[src/rtl/code_player.sv]
// code_player: plays a latched sequence of 2-bit direction symbols as timed,
// registered one-hot pulses on U/L/R/D. These pulses stand in for the
// debounced button strobes of the direction lock.
// Optional seven-segment readout of the symbol being sent: define CODE_PLAYER_SSG_EN.
module code_player #(
  parameter int unsigned CODE_LEN  = 4,
  parameter int unsigned PULSE_CYC = 4,
  parameter int unsigned GAP_CYC   = 4
) (
  input  logic                  clk,
  input  logic                  reset,
  input  logic                  start,
  input  logic                  abort,
  input  logic [2*CODE_LEN-1:0] code,
  output logic                  U,
  output logic                  L,
  output logic                  R,
  output logic                  D,
  output logic                  busy,
  output logic                  done,
  output logic [6:0]            SSG_D,
  output logic [2:0]            SSG_EN
);

  localparam int unsigned MaxCyc = (PULSE_CYC > GAP_CYC) ? PULSE_CYC : GAP_CYC;
  localparam int unsigned TimerW = (MaxCyc > 1) ? $clog2(MaxCyc) : 1;
  localparam logic [2:0]  LastIdx = 3'(CODE_LEN - 1);

  localparam logic [1:0] StIdle   = 2'd0;
  localparam logic [1:0] StPulse  = 2'd1;
  localparam logic [1:0] StGap    = 2'd2;
  localparam logic [1:0] StFinish = 2'd3;

  logic [1:0]            r_state, w_state_d;
  logic [2*CODE_LEN-1:0] r_code, w_code_d;
  logic [2:0]            r_idx, w_idx_d;
  logic [TimerW-1:0]     r_timer, w_timer_d;
  logic [3:0]            r_dir, w_dir_d;
  logic                  r_busy, r_done;
  logic [2*CODE_LEN-1:0] w_shifted;
  logic [1:0]            w_sym;

  // Next-state logic: the timer counts down from phase length minus one.
  always_comb begin
    w_state_d = r_state;
    w_code_d  = r_code;
    w_idx_d   = r_idx;
    w_timer_d = r_timer;
    unique case (r_state)
      StIdle: begin
        if (start && !abort) begin
          w_code_d  = code;
          w_idx_d   = '0;
          w_timer_d = TimerW'(PULSE_CYC - 1);
          w_state_d = StPulse;
        end
      end
      StPulse: begin
        if (abort) begin
          w_state_d = StIdle;
          w_timer_d = '0;
        end else if (r_timer == '0) begin
          w_state_d = StGap;
          w_timer_d = TimerW'(GAP_CYC - 1);
        end else begin
          w_timer_d = r_timer - TimerW'(1);
        end
      end
      StGap: begin
        if (abort) begin
          w_state_d = StIdle;
          w_timer_d = '0;
        end else if (r_timer == '0) begin
          if (r_idx == LastIdx) begin
            w_state_d = StFinish;
          end else begin
            w_idx_d   = r_idx + 3'd1;
            w_timer_d = TimerW'(PULSE_CYC - 1);
            w_state_d = StPulse;
          end
        end else begin
          w_timer_d = r_timer - TimerW'(1);
        end
      end
      default: begin
        // FINISH always returns to IDLE; abort here has the same effect.
        w_state_d = StIdle;
        w_timer_d = '0;
      end
    endcase
  end

  // Symbol about to be shown, taken from next-state so outputs line up with state.
  assign w_shifted = w_code_d >> {w_idx_d, 1'b0};
  assign w_sym     = w_shifted[1:0];

  // One-hot direction decode: bit 0=U, 1=L, 2=R, 3=D.
  always_comb begin
    w_dir_d = '0;
    if (w_state_d == StPulse) begin
      w_dir_d[w_sym] = 1'b1;
    end
  end

  // State and registered outputs.
  always_ff @(posedge clk or negedge reset) begin
    if (!reset) begin
      r_state <= StIdle;
      r_code  <= '0;
      r_idx   <= '0;
      r_timer <= '0;
      r_dir   <= '0;
      r_busy  <= 1'b0;
      r_done  <= 1'b0;
    end else begin
      r_state <= w_state_d;
      r_code  <= w_code_d;
      r_idx   <= w_idx_d;
      r_timer <= w_timer_d;
      r_dir   <= w_dir_d;
      r_busy  <= (w_state_d != StIdle);
      r_done  <= (w_state_d == StFinish);
    end
  end

  assign U      = r_dir[0];
  assign L      = r_dir[1];
  assign R      = r_dir[2];
  assign D      = r_dir[3];
  assign busy   = r_busy;
  assign done   = r_done;
  assign SSG_EN = 3'b111;

`ifdef CODE_PLAYER_SSG_EN
  localparam logic [6:0] SegU     = 7'b1000001;
  localparam logic [6:0] SegL     = 7'b1000111;
  localparam logic [6:0] SegR     = 7'b0101111;
  localparam logic [6:0] SegD     = 7'b0100001;
  localparam logic [6:0] SegBlank = 7'b1111111;

  logic [6:0] r_ssg, w_ssg_d;

  // Segment pattern for the symbol in flight; blank outside PULSE/GAP.
  always_comb begin
    w_ssg_d = SegBlank;
    if (w_state_d == StPulse || w_state_d == StGap) begin
      unique case (w_sym)
        2'b00:   w_ssg_d = SegU;
        2'b01:   w_ssg_d = SegL;
        2'b10:   w_ssg_d = SegR;
        default: w_ssg_d = SegD;
      endcase
    end
  end

  // Display register, updated on the same edge as the direction outputs.
  always_ff @(posedge clk or negedge reset) begin
    if (!reset) begin
      r_ssg <= SegBlank;
    end else begin
      r_ssg <= w_ssg_d;
    end
  end

  assign SSG_D = r_ssg;
`else
  assign SSG_D = 7'b1111111;
`endif

endmodule

[config.mk]
export PLATFORM = sky130hd
export DESIGN_NAME = code_player
export DESIGN_NICKNAME = d
export VERILOG_FILES = /design/src/rtl/code_player.sv
export SDC_FILE = /design/constraint.sdc
export NUM_CORES = 1
export LEC_CHECK = 0
export ABC_AREA = 1
export ABC_CLOCK_PERIOD_IN_PS = 2100
export BUFFER_PORTS_ARGS = -buffer_cell sky130_fd_sc_hd__buf_2
export CORE_UTILIZATION = 53
export DETAILED_ROUTE_END_ITERATION = 7
export PLACE_DENSITY_LB_ADDON = 0.05
export SLEW_MARGIN = 20
export SYNTH_ARGS = -nofsm -noshare
export SYNTH_HDL_FRONTEND = slang
export SYNTH_SLANG_ARGS = --single-unit
[constraint.sdc]
create_clock -name clk -period 2.1 [get_ports clk]
set_input_delay 0.105 -clock clk [delete_from_list [all_inputs] [get_ports clk]]
set_output_delay 0.105 -clock clk [all_outputs]
set_load 0.1 [all_outputs]
==> summary.md <==
The flow ran to the end, and the final reports show no timing, DRC or antenna violations. The final weighted congestion in routability-driven placement is 0.868. In the final layout, the multi-input gates occupy 556 um2. The area taken by flip-flops and latches is 526 um2. In this run the remaining antenna-violating nets after routing total 0. The final critical-path required period came out at 1.90 ns. The logs give 21 for the post-synthesis cell type count and 20.6% for the global-route usage over all layers.

The final cycle utilization of the critical path works out to 90.4%. The root buffer cell was sky130_fd_sc_hd__clkbuf_4. The run gives 194 as the number of nets in the layout. The logs give 3880 um for the first-pass GRT wire length and 3 for the total clock buffers created by CTS. The worst-case IR drop observed on VDD is 951 uV. The worst setup skew after layout was 0.00336 ns. The tools report the detailed-route wire length as 2160 um.

For the area of the die, the log shows 2550 um2. The tools report the source-to-sink clock delay at the later pin of the worst-skew pair as 0.31 ns. Initial antenna violation count: 0. After the first detailed-routing iteration, the DRC count stood at 15.

Summed over all failing endpoints, the final setup total negative slack is 0 ns. The number of pins exceeding their max-slew limit in the final report was 0; the number of max-capacitance violations reported was 0. Hold timing on the final database bottoms out at a slack of 0.00931 ns. The met1 routed wirelength after detailed routing was 980 um. The repair_antennas step left the layout with diodes totalling 0. The first TritonRoute pass finished after 4 iterations.

The core region area was 2210 um2; the total number of yosys warnings was 0. Entering global routing, the biggest net connects 22 pins. Once placement finished, the instance area stood at 1310 um2.

In this run, synthesis inferred 0 flip-flops with an integrated enable. Type of origin of the critical path: a flip-flop. Setup repair after global routing left no endpoint under its margin. Detailed routing inserted a total of 963 vias. 28 I/O pins were placed.

In this run the static leakage power is 0.762 nW. Clock tree synthesis found a total of 21 sinks. The filler cells instantiated in the layout total 206.

The remaining routing DRC violations was 0. Power spread over the standard cell area amounts to 1520 nW/um2. The tools report the post-placement setup slack as 0.109 ns. Signal routing reaches up to met4.

Including well taps, the total number of placed cells is 198. Synthesis produced a netlist whose cell count is 155. The run gives 1 as the number of H-tree branching levels. The floorplan has 17 rows. For this run, the share of the core covered by cells in the final layout is 60.9%. Detailed routing placed a total of 1050 um of wire on met2. The run gives 1350 um2 as the area of all placed cells without fillers.

Type of the worst setup path: flip-flop to flip-flop. Relative to the synthesized area, the layout overhead comes to 8.13%. STA puts the critical path data arrival time at 2.15 ns. The slack of the worst reg-to-reg path is 0.20 ns, and the wire length per cell after detailed routing is 10.6 um.

For the worst setup path, the data required time is 2.35 ns. Setup violations remaining at the end of the flow were counted as 0. For this run, asynchronously set or reset flops after synthesis account for 100%. In this run the tool buffered the top-level ports with 17 buffer cells.

The tightest min-delay check is of the input port to flip-flop type. The wire-length estimate of the detail-placed layout is 1670 um. The sequential cell area fraction in the yosys report was 42.2%. Summed over all layers, the global routing overflow is 0. After layout, the worst setup slack is 0.202 ns. The fraction of layout cells with a size suffix above 1 is 21.1%.

The clock transition at the register clock pins on the worst setup and hold paths after CTS is 0.12 ns, and the die extent in x is 50.5 um. The worst setup path is captured at a flip-flop. In this run the worst path has a maximum fanout of 11. Wire segments on met3 add up to 85 um in the final route. For the via count of the first global-routing pass, the log shows 896.

The post-synthesis cell area was 1250 um2; the overall die height was 50.5 um. The tools report the maximum clock frequency as 0.527 GHz. A synthesized cell averages 8.04 um2. Summing internal, switching and leakage power gives 2.05 mW.

Once layout is complete, the cells apart from fillers number 203. For this configuration, the core starts out at a cell density of 56.3%. After synthesis the netlist holds a flip-flop and latch count of 21. The final number of hold-violating endpoints is 0. TritonCTS built the clock tree. Counting along the longest clock path gives a buffer depth of 2. The via density per instance was 4.74.

Most instantiated flip-flop cell in the synthesis netlist: sky130_fd_sc_hd__dfrtp_1.
-- final cells by class --
cell class	count	area share [%]
tap	28	2.60
sequential	21	39.0
clock inverter	1	0.371
inverter	27	7.52
timing repair buffer	19	7.61
multi-input combinational	104	41.2
clock buffer	3	1.67
-- synth_stat cells (2+ instances only) --
library cell               number  area [um2]
sky130_fd_sc_hd__nand2_1       31         116
sky130_fd_sc_hd__inv_1         26        97.6
sky130_fd_sc_hd__dfrtp_1       21         526
sky130_fd_sc_hd__nand3_1       17        85.1
sky130_fd_sc_hd__nor2_1        12        45.0
sky130_fd_sc_hd__buf_4         10        75.1
sky130_fd_sc_hd__o21ai_0        7        35.0
sky130_fd_sc_hd__a21oi_1        6        30.0
sky130_fd_sc_hd__ha_1           6        75.1
sky130_fd_sc_hd__nand2_2        3        18.8
sky130_fd_sc_hd__o21ai_2        3        26.3
sky130_fd_sc_hd__nand2_4        2        22.5
sky130_fd_sc_hd__nand3_2        2        20.0
sky130_fd_sc_hd__o211ai_1       2        15.0
-- critical path, cell delays in order (launching register included) --
cell                      delay, ns
sky130_fd_sc_hd__dfrtp_1       0.43
sky130_fd_sc_hd__inv_1         0.12
sky130_fd_sc_hd__ha_2          0.33
sky130_fd_sc_hd__nor2_1        0.10
sky130_fd_sc_hd__a21oi_2       0.19
sky130_fd_sc_hd__nand2_2       0.11
sky130_fd_sc_hd__a21oi_1       0.18
sky130_fd_sc_hd__nand3_1       0.09
sky130_fd_sc_hd__nand2_1       0.08
sky130_fd_sc_hd__nand3_1       0.09
sky130_fd_sc_hd__nor2_1        0.11
-- report_power, final --
group | internal, mW | switching [mW] | leakage, nW
Clock | 0.0713 | 0.128 | 0.0177
Sequential | 0.561 | 0.0631 | 0.265
Combinational | 0.316 | 0.912 | 0.479
-- flip-flops by register name, indices dropped and copies added (netlist names) --
name,cells
r_idx,3
busy,1
done,1
r_timer,2
r_code,8
r_dir,4
r_state,2
-- layout by cell type, fill, tap and decap left out --
cell and n:
sky130_fd_sc_hd__buf_2 17, sky130_fd_sc_hd__nand3_2 2, sky130_fd_sc_hd__dfrtp_1 21, sky130_fd_sc_hd__clkinv_2 1, sky130_fd_sc_hd__dlygate4sd3_1 1, sky130_fd_sc_hd__ha_2 1
sky130_fd_sc_hd__clkbuf_4 3, sky130_fd_sc_hd__nor2_2 1, sky130_fd_sc_hd__nand2_4 2, sky130_fd_sc_hd__nor2_1 12, sky130_fd_sc_hd__a21oi_2 1, sky130_fd_sc_hd__nand3_1 17
sky130_fd_sc_hd__conb_1 10, sky130_fd_sc_hd__ha_1 5, sky130_fd_sc_hd__inv_2 1, sky130_fd_sc_hd__o21ai_0 7, sky130_fd_sc_hd__o211ai_1 2, sky130_fd_sc_hd__a21oi_1 6
sky130_fd_sc_hd__inv_1 26, sky130_fd_sc_hd__buf_4 1, sky130_fd_sc_hd__nor2_4 1, sky130_fd_sc_hd__nand2_2 3, sky130_fd_sc_hd__nand2_1 31, sky130_fd_sc_hd__o21ai_2 3
-- worst paths after layout --
path	start	end	cells past startpoint
min	code[2]	r_code[2]	3
min in group asynchronous	reset	r_timer[1]	2
min reg2reg	r_code[7]	r_code[7]	2
max reg2reg	r_state[1]	r_dir[1]	10
max	r_state[1]	r_dir[1]	10
max in group asynchronous	reset	done	2
-- layer usage --
| metal | vias up | GRT usage, % |
|---|---|---|
| met3 | 5 | 3.64 |
| li1 | 501 | - |
| met4 | 0 | 8.80 |
| met1 | 433 | 27.6 |
| met5 | - | 0 |
| met2 | 24 | 32.7 |
-- cells by family (layout without fill, tap and decap cells) --
group	after synthesis	after routing	synth area share (%)
other	1	10	0.301
AO/OA/AOI/OAI	19	19	9.24
AND/OR/NAND/NOR	69	69	26.1
buffers and inverters	39	50	16.2
flip-flops	21	21	42.2
adder cells (fa/ha/maj)	6	6	6.02
-- repair_timing --
| item | 4_1_cts | 5_1_grt |
|---|---|---|
| resized for setup | 0 | 1 |
| setup endpoints to repair | 0 | 4 |
| hold buffers | 1 | 0 |
| endpoints found under the hold margin | 21 | 0 |
| buffers inserted | 0 | 0 |
(Power assumes the default switching activity.)
